## config.mk

```make
export PLATFORM = sky130hd
export DESIGN_NAME = pll_reset_ctrl
export DESIGN_NICKNAME = d
export VERILOG_FILES = /design/src/rtl/pll_reset_ctrl_pkg.sv /design/src/rtl/pll_lock_sync.sv /design/src/rtl/pll_reset_ctrl.sv
export SDC_FILE = /design/constraint.sdc
export NUM_CORES = 1
export LEC_CHECK = 0
export BUFFER_PORTS_ARGS = -buffer_cell sky130_fd_sc_hd__buf_2
export CORE_MARGIN = 2
export CORE_UTILIZATION = 45
export CTS_CLUSTER_DIAMETER = 30
export DETAILED_ROUTE_END_ITERATION = 16
export HOLD_SLACK_MARGIN = 0.06
export PLACE_DENSITY = 0.73
export SLEW_MARGIN = 40
export SYNTH_ARGS = -nofsm -noshare
export SYNTH_HDL_FRONTEND = slang
export SYNTH_SLANG_ARGS = --single-unit
```

## constraint.sdc

```tcl
create_clock -name clkin1 -period 3.2 [get_ports clkin1]
set_clock_uncertainty 0.1 [all_clocks]
set_input_delay 0.16 -clock clkin1 [delete_from_list [all_inputs] [get_ports clkin1]]
set_output_delay 0.16 -clock clkin1 [all_outputs]
set_load 0.01 [all_outputs]
```

## src/rtl/pll_reset_ctrl_pkg.sv

```systemverilog
// Shared types and defaults for the PLL reset sequencer.
// The state encoding, default parameter values and counter sizing live here.
package pll_reset_ctrl_pkg;

  typedef enum logic [2:0] {
    RESET_PLL = 3'd0,
    WAIT_LOCK = 3'd1,
    STABLE    = 3'd2,
    RUN       = 3'd3,
    FAIL      = 3'd4
  } state_t;

  localparam int DEF_RST_PULSE_CYCLES    = 16;
  localparam int DEF_LOCK_TIMEOUT_CYCLES = 65536;
  localparam int DEF_LOCK_STABLE_CYCLES  = 1024;
  localparam int DEF_MAX_RETRIES         = 7;
  localparam int DEF_SYNC_STAGES         = 2;

  // The counter only ever needs to reach (largest count - 1).
  function automatic int cnt_width(input int a, input int b, input int c);
    int m;
    m = a;
    if (b > m) m = b;
    if (c > m) m = c;
    return (m < 2) ? 1 : $clog2(m);
  endfunction

endpackage

```

## src/rtl/pll_lock_sync.sv

```systemverilog
// Multi-stage flip-flop synchronizer for a single asynchronous level.
// Clears to zero on the asynchronous active-low reset.
module pll_lock_sync #(
  parameter int STAGES = 2
) (
  input  logic i_clk,
  input  logic i_rst_n,
  input  logic i_d,
  output logic o_q
);

  logic [STAGES-1:0] r_sync;

  always_ff @(posedge i_clk or negedge i_rst_n) begin
    if (!i_rst_n) begin
      r_sync <= '0;
    end else begin
      r_sync <= {r_sync[STAGES-2:0], i_d};
    end
  end

  assign o_q = r_sync[STAGES-1];

endmodule

```

## src/rtl/pll_reset_ctrl.sv

```systemverilog
// PLL reset sequencer: pulses pll_rst, waits for a stable lock with timeout and
// retries, then releases the downstream reset. Runs on the PLL reference clock.
module pll_reset_ctrl
  import pll_reset_ctrl_pkg::*;
#(
  parameter int RST_PULSE_CYCLES    = DEF_RST_PULSE_CYCLES,
  parameter int LOCK_TIMEOUT_CYCLES = DEF_LOCK_TIMEOUT_CYCLES,
  parameter int LOCK_STABLE_CYCLES  = DEF_LOCK_STABLE_CYCLES,
  parameter int MAX_RETRIES         = DEF_MAX_RETRIES,
  parameter int SYNC_STAGES         = DEF_SYNC_STAGES
) (
  input  logic       clkin1,
  input  logic       rst_n,
  input  logic       pll_lock,
  input  logic       soft_restart,
  output logic       pll_rst,
  output logic       sys_rst_n,
  output logic       locked,
  output logic       lock_lost,
  output logic       timeout_err,
  output logic [3:0] retry_count
);

  localparam int CNT_W = cnt_width(RST_PULSE_CYCLES, LOCK_TIMEOUT_CYCLES, LOCK_STABLE_CYCLES);
  localparam logic [CNT_W-1:0] RST_LAST     = CNT_W'(RST_PULSE_CYCLES - 1);
  localparam logic [CNT_W-1:0] TIMEOUT_LAST = CNT_W'(LOCK_TIMEOUT_CYCLES - 1);
  localparam logic [CNT_W-1:0] STABLE_LAST  = CNT_W'(LOCK_STABLE_CYCLES - 1);
  localparam logic [3:0]       RETRY_LIMIT  = 4'(MAX_RETRIES);

  state_t           r_state;
  state_t           w_next_state;
  logic [CNT_W-1:0] r_count;
  logic [CNT_W-1:0] w_next_count;
  logic             w_lock_s;
  logic             w_attempt_fail;
  logic [3:0]       w_retry_inc;
  logic [3:0]       w_next_retry;
  logic             w_next_lock_lost;
  logic             w_next_timeout;

  pll_lock_sync #(
    .STAGES(SYNC_STAGES)
  ) u_lock_sync (
    .i_clk  (clkin1),
    .i_rst_n(rst_n),
    .i_d    (pll_lock),
    .o_q    (w_lock_s)
  );

  // Outputs are decoded from the next state so they move on the same edge as the FSM.
  always_ff @(posedge clkin1 or negedge rst_n) begin
    if (!rst_n) begin
      r_state     <= RESET_PLL;
      r_count     <= '0;
      pll_rst     <= 1'b1;
      sys_rst_n   <= 1'b0;
      locked      <= 1'b0;
      lock_lost   <= 1'b0;
      timeout_err <= 1'b0;
      retry_count <= '0;
    end else begin
      r_state     <= w_next_state;
      r_count     <= w_next_count;
      pll_rst     <= (w_next_state == RESET_PLL) || (w_next_state == FAIL);
      sys_rst_n   <= (w_next_state == RUN);
      locked      <= (w_next_state == RUN);
      lock_lost   <= w_next_lock_lost;
      timeout_err <= w_next_timeout;
      retry_count <= w_next_retry;
    end
  end

  always_comb begin
    w_next_state     = r_state;
    w_next_count     = r_count;
    w_attempt_fail   = 1'b0;
    w_retry_inc      = retry_count + 4'd1;
    w_next_retry     = retry_count;
    w_next_lock_lost = lock_lost;
    w_next_timeout   = timeout_err;

    case (r_state)
      RESET_PLL: begin
        if (r_count == RST_LAST) w_next_state = WAIT_LOCK;
      end
      WAIT_LOCK: begin
        if (w_lock_s) w_next_state = STABLE;
        else if (r_count == TIMEOUT_LAST) w_attempt_fail = 1'b1;
      end
      STABLE: begin
        if (!w_lock_s) w_attempt_fail = 1'b1;
        else if (r_count == STABLE_LAST) w_next_state = RUN;
      end
      RUN: begin
        if (!w_lock_s) begin
          w_next_state     = RESET_PLL;
          w_next_lock_lost = 1'b1;
        end
      end
      FAIL: begin
        w_next_state = FAIL;
      end
      default: begin
        w_next_state = RESET_PLL;
      end
    endcase

    if (w_attempt_fail) begin
      w_next_retry = w_retry_inc;
      if (w_retry_inc == RETRY_LIMIT) begin
        w_next_state   = FAIL;
        w_next_timeout = 1'b1;
      end else begin
        w_next_state = RESET_PLL;
      end
    end

    // A restart request overrides everything, including staying parked in FAIL.
    if (soft_restart) begin
      w_next_state     = RESET_PLL;
      w_next_retry     = '0;
      w_next_lock_lost = 1'b0;
      w_next_timeout   = 1'b0;
    end

    if (soft_restart || (w_next_state != r_state)) begin
      w_next_count = '0;
    end else if ((r_state == RESET_PLL) || (r_state == WAIT_LOCK) || (r_state == STABLE)) begin
      w_next_count = r_count + CNT_W'(1);
    end
  end

endmodule

```

# After elaboration in Yosys (flattened, before gate mapping)
# Index checks and enable logic that the tools add are counted.
dict set report word_totals {
  regBits 29
  in_bits 4
  output_inout_bits 9
  elab_cells 57
}
dict set report classes {
  add_sub_neg 2
  eq_ne 12
  n_mux 23
  n_reduce_logical 12
}
# cell n
set op_table {}
lappend op_table {{two-way mux 16 bit} 2}
lappend op_table {{two-way mux 3 bit} 8}
lappend op_table {{adder 16 x 1 -> 16 bit (second input constant)} 1}
lappend op_table {{equality test 16 x 10 -> 1 bit (second input constant)} 1}
lappend op_table {{equality test 16 bit (second input constant)} 1}
lappend op_table {{equality test 16 x 4 -> 1 bit (second input constant)} 1}
lappend op_table {{one-hot mux 3 bit (5 select lines)} 1}
lappend op_table {{equality test 3 x 2 -> 1 bit (second input constant)} 3}
lappend op_table {{two-way mux 1 bit} 9}
lappend op_table {{two-way mux 4 bit} 2}
lappend op_table {{nonzero test 2 bit} 4}
lappend op_table {{equality test 3 bit (second input constant)} 2}
lappend op_table {{zero test 3 bit} 2}
lappend op_table {{adder 4 x 1 -> 4 bit (second input constant)} 1}
lappend op_table {{equality test 4 x 3 -> 1 bit (second input constant)} 1}
lappend op_table {{logical OR 1 bit} 4}
lappend op_table {{AND reduction 2 bit} 2}
lappend op_table {{equality test 3 x 1 -> 1 bit (second input constant)} 1}
lappend op_table {{!= test 3 bit} 1}
lappend op_table {{!= test 2 bit (second input constant)} 1}
lappend op_table {{one-hot mux 1 bit (2 select lines)} 1}

# Longest topological paths before layout
# Gate-level depths: netlist (run 1).
dict set report logic_depth {
  word_depth 9
  mapped_depth 8
  depth_no_buf 6
}

# Cells and area by module
# A second synthesis (run 1) with hierarchy kept.
dict set report hier_totals {
  cells_unflattened 152
  hier_area_um2 1535.2
}
# module instances cells_per_inst area_per_inst_um2 seq_area_each_um2
set by_module_without_submodules {}
lappend by_module_without_submodules {pll_reset_ctrl 1 150 1485.2 676.9}
lappend by_module_without_submodules {pll_lock_sync 1 2 50.0 50.0}

# Least setup slack after synthesis (run 1)
# No wires, ideal clock.
dict set report synth_path {
  path_kind {register to register}
  startpoint {register r_count[0]}
  endpoint {register r_count[10]}
  setup_ns 0.111
  arrival_ns 1.868
  required_ns 2.989
  slack_ns 1.121
  stages_incl_launch_ff 9
  n_path_buf 2
  period_less_slack_ns 2.079
  path_cell_list {dfrtp_1 > ha_1 > and3_4 > and4b_1 > a31oi_2 > buf_6 > o21ai_4 > buf_6 > a2111oi_2}
}
dict set report synth_via {
  elab_chain_len 9
  word_cells_on_any_way 18
  cone_classes {add/sub (1); eq/ne (4); mux (11); reduce/logical (2)}
}
# item line
set synth_lines {}
lappend synth_lines {{start: declaration} pll_reset_ctrl.sv:32} ;# logic [CNT_W-1:0] r_count;
lappend synth_lines {{start signal: assignment} pll_reset_ctrl.sv:63} ;# r_count <= w_next_count;
lappend synth_lines {{equality test 16 x 10 -> 1 bit or equality test 16 bit (tied branches)} {pll_reset_ctrl.sv:92, pll_reset_ctrl.sv:88}}
lappend synth_lines {{two-way mux 3 bit or two-way mux 1 bit (tied branches)} {pll_reset_ctrl.sv:92, pll_reset_ctrl.sv:88}}
lappend synth_lines {{two-way mux 3 bit or two-way mux 1 bit (tied branches)} {pll_reset_ctrl.sv:91, pll_reset_ctrl.sv:87}}
lappend synth_lines {{one-hot mux 3 bit (5 select lines) or one-hot mux 1 bit (2 select lines) (tied branches)} pll_reset_ctrl.sv:82} ;# case (r_state)
lappend synth_lines {{two-way mux 3 bit} pll_reset_ctrl.sv:108} ;# if (w_attempt_fail) begin
lappend synth_lines {{two-way mux 3 bit} pll_reset_ctrl.sv:119} ;# if (soft_restart) begin
lappend synth_lines {{!= test 3 bit} pll_reset_ctrl.sv:126} ;# if (soft_restart || (w_next_state != r_state)) begin
lappend synth_lines {{logical OR 1 bit} pll_reset_ctrl.sv:126}
lappend synth_lines {{two-way mux 16 bit or nonzero test 2 bit (tied branches)} n/a}
# Several ways; a longest one is shown, not always the timed one. The select of a mux whose other input is x is not followed.
# A chain may end at the register's enable or synchronous reset.

# Worst setup path after layout (run 1)
dict set report layout_path {
  startpoint {register r_count[0]}
  endpoint {register r_count[0]}
}
# Same word-level chain as after synthesis.

==> out/summary.txt, run 1 <==
Initial Util - 46.91%
Slowest Stage Delay on Critical Path - 0.51 ns
Final nets - 175
Core Util, Final - 51.59%
max frequency - 390.3 MHz
vias in the first global route - 1,245
IO buf count - 12
Max Cap Viol - 0
CTS clk-pin slew, worst paths - 0.06 ns
Final Wtd Congestion - 0.7879
Synth area leader - dfrtp_1
WS Path Type - reg -> reg
area grow syn2layout - 9.979%
crit-path cells - ha_1 > and3_4 > and4b_1 > a31oi_2 > o211ai_1 > buf_4 > a2111oi_1
Yosys reg bits - 29
Residual DRC - 0
antenna violations before repair - 0
Yosys warnings - 0
number of H-tree levels - 2
CP max stage cell - a31oi_2
Fin. Hold Viols - 0
CTS Sinks - 29
Crit Path Max Fanout - 11
critical path required time - 3.26 ns
first-pass GRT wire length - 5913 µm
DP Area - 1749 µm²
VDD IR max - 0.0003045 V
Post-Route WL - 3272 µm
Synth Instances - 158
Ports - 13
Clock Tree Root - clkbuf_8
grt ovf - 0
WP data arrival - 2.62 ns
post-synthesis cell type count - 44
CORE AREA - 3689 µm²
Vias/cell - 5.677
status - completed
Cell Area, Synth - 1730 µm²
FFs w/ async S/R, synth - 100.0%
Startpoint Class - flip-flop
full die area - 4357 µm²
Hold Path Class - reg -> reg
# setup viols final - 0
Slew @ Worst Pin - 0.6465 ns
total negative slack - 0 ns
Synth top cells by count - 28 x dfrtp_1, 11 x xor2_1, 9 x a2111oi_2, 9 x a21oi_1, 9 x nand2_1
1st-pass router iterations - 4
count leader, synth - dfrtp_1
Synth top area share - 40.49%
vias - 1,232
Post-synth EDFFs - 0
dominant synthesized flop cell - dfrtp_1
Antenna Nets Post-Route - 0
Detail Placement HPWL - 2228 µm
Tmin final - 2.562 ns
largest net degree at the start of global routing - 30
cts bufs inserted - 5
Final period util - 80.06%
num rows - 22
# Post-CTS Setup Buffers - 0
Leak - 0.7545 nW
Syn Area/Cell - 10.95 µm²
# diodes - 0
Die Span Y - 66.01 µm
Pwr Density - 448.7 nW/µm²
Hold Slack - 0.2714 ns
Tot GR Track Use - 17.96%
CP endpoint kind - flip-flop
slew margin rel. - 56.73%
CTS tree - built
total nets after synthesis - 165
layout cells sized above 1 - 25.44%
DR WL/cell - 15.08 µm
Starting DRT DRC Count - 39
Tot Pwr - 0.0008539 W
Slew Viols, Final - 0
RSZ-0062 raised after global routing - false
die width - 66.01 µm
Synth area leaders - dfrtp_1 40%, a2111oi_2 7.8%, xor2_1 5.6%, buf_6 4.6%, xnor2_1 3.5%
Clock Latency Late Sink - 0.28 ns
design area - 1903 µm²
register area share after synthesis - 42.01%
Clock Tree Buf Depth - 2
where the power goes:
group          internal [W]  switching (W)
Combinational     0.0000105      0.0000186
Clock              0.000309       0.000138
Sequential         0.000371     0.00000609
cells in the final DEF, fill, tap and decap left out, types with 2 or more instances in the layout:
cell and instances:
or3_1 4, nor4b_1 3, or2_2 2, xor2_1 11, nor2_1 6, ha_1 3, and3_4 2, a2111oi_2 9
buf_2 12, mux2i_1 2, nand3_1 7, xnor2_1 7, nand2_1 9, nor3_1 6, bufinv_16 2, nand4_1 3
dlygate4sd3_1 2, inv_1 5, nor3b_1 2, a21oi_1 9, dfrtp_1 28, o21ai_0 2, and3_1 2, clkbuf_8 5
nor4_1 4
critical path: cells and delay by family, from the launching register on:
family,cells,cell delay [ns]
compound gates,3,1.02
fa+ha+maj,1,0.23
buf+inv,1,0.24
flops,1,0.42
simple gates,2,0.42
routing by layer:
metal / global-route usage, % / up-vias / part of all wire, %
li1: - / 600 / -
met1: 22.84 / 609 / 46
met2: 28.91 / 17 / 49
met3: 4.600 / 6 / 3.0
met4: 7.653 / 0 / 2.1
met5: 0 / - / 0
logic make-up (layout without fill, tap and decap cells):
| kind of cell | after synthesis | in the layout | share of synthesized area [%] |
|---|---|---|---|
| AOI/OAI and AO/OA | 29 | 29 | 16.92 |
| xor gates and xnor gates | 18 | 18 | 9.111 |
| adders and majority gates | 3 | 3 | 2.169 |
| buffers and inverters | 17 | 28 | 7.376 |
| DFF | 29 | 29 | 42.01 |
| muxes | 2 | 2 | 1.157 |
| and+or+nand+nor | 60 | 60 | 21.26 |
path summary, 6_finish.rpt:
check | cells past startpoint | endpoint | from | slack (ns)
worst min-delay path | 0 | u_lock_sync.r_sync[1]$_DFF_PN0_ | u_lock_sync.r_sync[0]$_DFF_PN0_ | 0.27
worst max register to register | 7 | r_count[0]$_DFFE_PN0P_ | r_count[0]$_DFFE_PN0P_ | 0.64
worst min register to register | 0 | u_lock_sync.r_sync[1]$_DFF_PN0_ | u_lock_sync.r_sync[0]$_DFF_PN0_ | 0.27
min in group asynchronous | 2 | retry_count[1]$_DFFE_PN0P_ | rst_n | 0.34
worst max-delay path | 7 | r_count[0]$_DFFE_PN0P_ | r_count[0]$_DFFE_PN0P_ | 0.64
max in group asynchronous | 2 | r_count[7]$_DFFE_PN0P_ | rst_n | 2.26
timing repair:
action,4_1_cts,5_1_grt
hold buffers,2,0
endpoints found under the hold margin,29,0
resized for setup,0,0
stage by stage:
| step | setup WS [ns] | std cells |
|---|---|---|
| after global routing | 0.4126 | 217 |
| after global placement | 0.7756 | 207 |
| after floorplan | 1.121 | 158 |
| after CTS | 0.6454 | 217 |
| final | 0.6381 | 217 |
| after detailed placement | 0.6794 | 207 |
flip-flops by register name (all words and copies together) (netlist names):
register            flops
r_state                 3
lock_lost               1
pll_rst                 1
timeout_err             1
u_lock_sync.r_sync      2
retry_count             4
r_count                16
locked                  1
area by class of cell:
class / count / area (µm²)
inverter: 5 / 18.77
tap: 48 / 60.06
clock inverter: 3 / 65.06
clock buffer: 5 / 68.82
multi-input combinational: 112 / 875.8
timing repair buffer: 15 / 87.58
fill: 338 / 1785
sequential: 29 / 726.9
(Power assumes the default switching activity.)
==> run 2: changes to the inputs <==
Settings changed: PLACE_DENSITY 0.73 to 0.75.
Clock period 3.2 ns to 2.1 ns, I/O delays scaled along.
==> out/summary.txt, run 2 (synthesized netlist as in run 1, its figures left out) <==
# diodes - 0 (unchanged)
Ports - 13 (unchanged)
commonest non-fill, non-tap cell in the layout - buf_4
critical path required time - 2.17 ns (-1.09 ns)
Clock Tree Root - clkbuf_8
pre-CTS setup slack - -0.09718 ns (-0.7766 ns)
WP data arrival - 2.23 ns (-0.39 ns)
DR WL/cell - 16.66 µm (+10%)
num rows - 22 (unchanged)
full die area - 4357 µm² (unchanged)
Tot Pwr - 0.001152 W (+35%)
Die Span Y - 66.01 µm (unchanged)
RSZ-0062 raised after global routing - true
Residual DRC - 0 (unchanged)
antenna violations before repair - 0 (unchanged)
Reg with most FFs - r_count
1st-pass router iterations - 4 (unchanged)
Tmin final - 2.156 ns (-0.4054 ns)
number of H-tree levels - 2 (unchanged)
Slew Viols, Final - 0 (unchanged)
vias in the first global route - 1,431 (+15%)
die width - 66.01 µm (unchanged)
Leak - 0.9241 nW (+22%)
Final nets - 208 (+19%)
first-pass GRT wire length - 6624 µm (+12%)
CTS tree - built
layout cells sized above 1 - 45.05% (+20 points)
Hold Path Class - in -> reg
vias - 1,450 (+18%)
area grow syn2layout - 34.27%
failing checks - negative setup slack
Pwr Density - 495.7 nW/µm² (+10%)
WS Path Type - reg -> reg
Vias/cell - 5.800 (+2.2%)
commonest non-fill, non-tap cells in the layout - 29 x buf_4, 26 x dfrtp_1, 12 x buf_2
Clock Tree Buf Depth - 2 (unchanged)
Fin. Hold Viols - 0 (unchanged)
Initial Util - 46.91% (unchanged)
Slew @ Worst Pin - 0.6371 ns (-0.009431 ns)
CORE AREA - 3689 µm² (unchanged)
VDD IR max - 0.0003823 V (+26%)
largest net degree at the start of global routing - 30 (unchanged)
Tot GR Track Use - 20.02% (+2.1 points)
cts bufs inserted - 5 (unchanged)
CTS Sinks - 29 (unchanged)
largest registers - r_count (16), retry_count (4), r_state (3)
Post-Route WL - 4165 µm (+27%)
Max Cap Viol - 0 (unchanged)
IO buf count - 12 (unchanged)
Starting DRT DRC Count - 28 (-28%)
Crit Path Max Fanout - 6 (-5)
max frequency - 463.7 MHz (+19%)
Antenna Nets Post-Route - 0 (unchanged)
final setup margin - -0.05649 ns (-0.6946 ns)
Final Wtd Congestion - 0.8245 (+4.6%)
Detail Placement HPWL - 2658 µm (+19%)
Fillers - 291 (-14%)
CTS clk-pin slew, worst paths - 0.06 ns (about the same)
# setup viols final - 11 (+11)
max FFs per register - 16 (unchanged)
status - complete, but fails checks
grt ovf - 0 (unchanged)
CP endpoint kind - flip-flop
slew margin rel. - 57.53% (+0.79 points)
Startpoint Class - flip-flop
Clock Latency Late Sink - 0.29 ns (about the same)
Final period util - 102.7% (+23 points)
[run 2: changes by cell type in the layout (fill, tap and decap cells not counted), moves of 4 or more]
| cell | delta |
|---|---|
| nor3_1 | -4 |
| a2111oi_2 | -8 |
| buf_4 | +28 |
| nor3_2 | +4 |
| buf_6 | +4 |
| a2111oi_4 | +9 |
[run 2: worst paths after layout]
path                                                      start                              end  slack [ns]  depth (start not counted)
worst max-delay path                    r_count[10]$_DFFE_PN0P_           r_count[7]$_DFFE_PN0P_       -0.06                          6
worst min-delay path                               soft_restart          r_count[11]$_DFFE_PN0P_        0.18                          3
worst max register to register          r_count[10]$_DFFE_PN0P_           r_count[7]$_DFFE_PN0P_       -0.06                          6
worst min register to register  u_lock_sync.r_sync[0]$_DFF_PN0_  u_lock_sync.r_sync[1]$_DFF_PN0_        0.27                          0
max in group asynchronous                                 rst_n             r_state[2]$_DFF_PN0_        1.17                          2
min in group asynchronous                                 rst_n                 locked$_DFF_PN0_        0.28                          2
[run 2: per-stage QoR]
step	cell area (µm²)	std cells	hold slack (ns)	setup TNS, ns	util [%]
after CTS	2145	248	0.1156	-0.1162	58.14
final	2323	250	0.1847	-0.4807	62.99
after global placement	1952	234	0.05056	-0.1815	52.92
after floorplan	1730	158	-0.2906	0	-
after global routing	2323	250	0.2106	-1.713	62.99
after detailed placement	1952	234	0.06338	-0.8260	52.92
[run 2: final cells by class]
type,count,area (µm²),share of cell area [%]
Sequential cell,29,729.5,31.39
Clock inverter,1,5.005,0.2154
Inverter,5,18.77,0.8078
Tap cell,48,60.06,2.585
Multi-Input combinational cell,112,1051,45.23
Clock buffer,7,96.34,4.146
Timing Repair Buffer,48,362.8,15.62
[run 2: repair_timing]
item                       4_1_cts  5_1_grt
hold buffers                     2        0
pin swaps                        2       17
hold endpoints to repair        29        0
setup buffers                    4        3
gates resized for setup          5       23
setup endpoints to repair       14       17
[run 2: routing by layer]
layer	track usage, %	wire length, µm	up-vias
li1	-	-	670
met1	23.29	1726	717
met2	34.97	2141	54
met3	4.940	200	9
met4	8.418	97	0
met5	0	0	-
[run 2: worst max-delay path, stage by stage, from the launching register on]
cell and delay, ns:
dfrtp_1 0.42, nor4_2 0.35, nand3_2 0.17, nor3_2 0.31
o211ai_1 0.17, buf_4 0.23, a2111oi_4 0.30
[run 2: where the power goes]
group | switching, W | total [W] | internal [W]
Clock | 0.000211 | 0.000507 | 0.000296
Sequential | 0.00000555 | 0.000571 | 0.000566
Combinational | 0.0000432 | 0.0000734 | 0.0000301
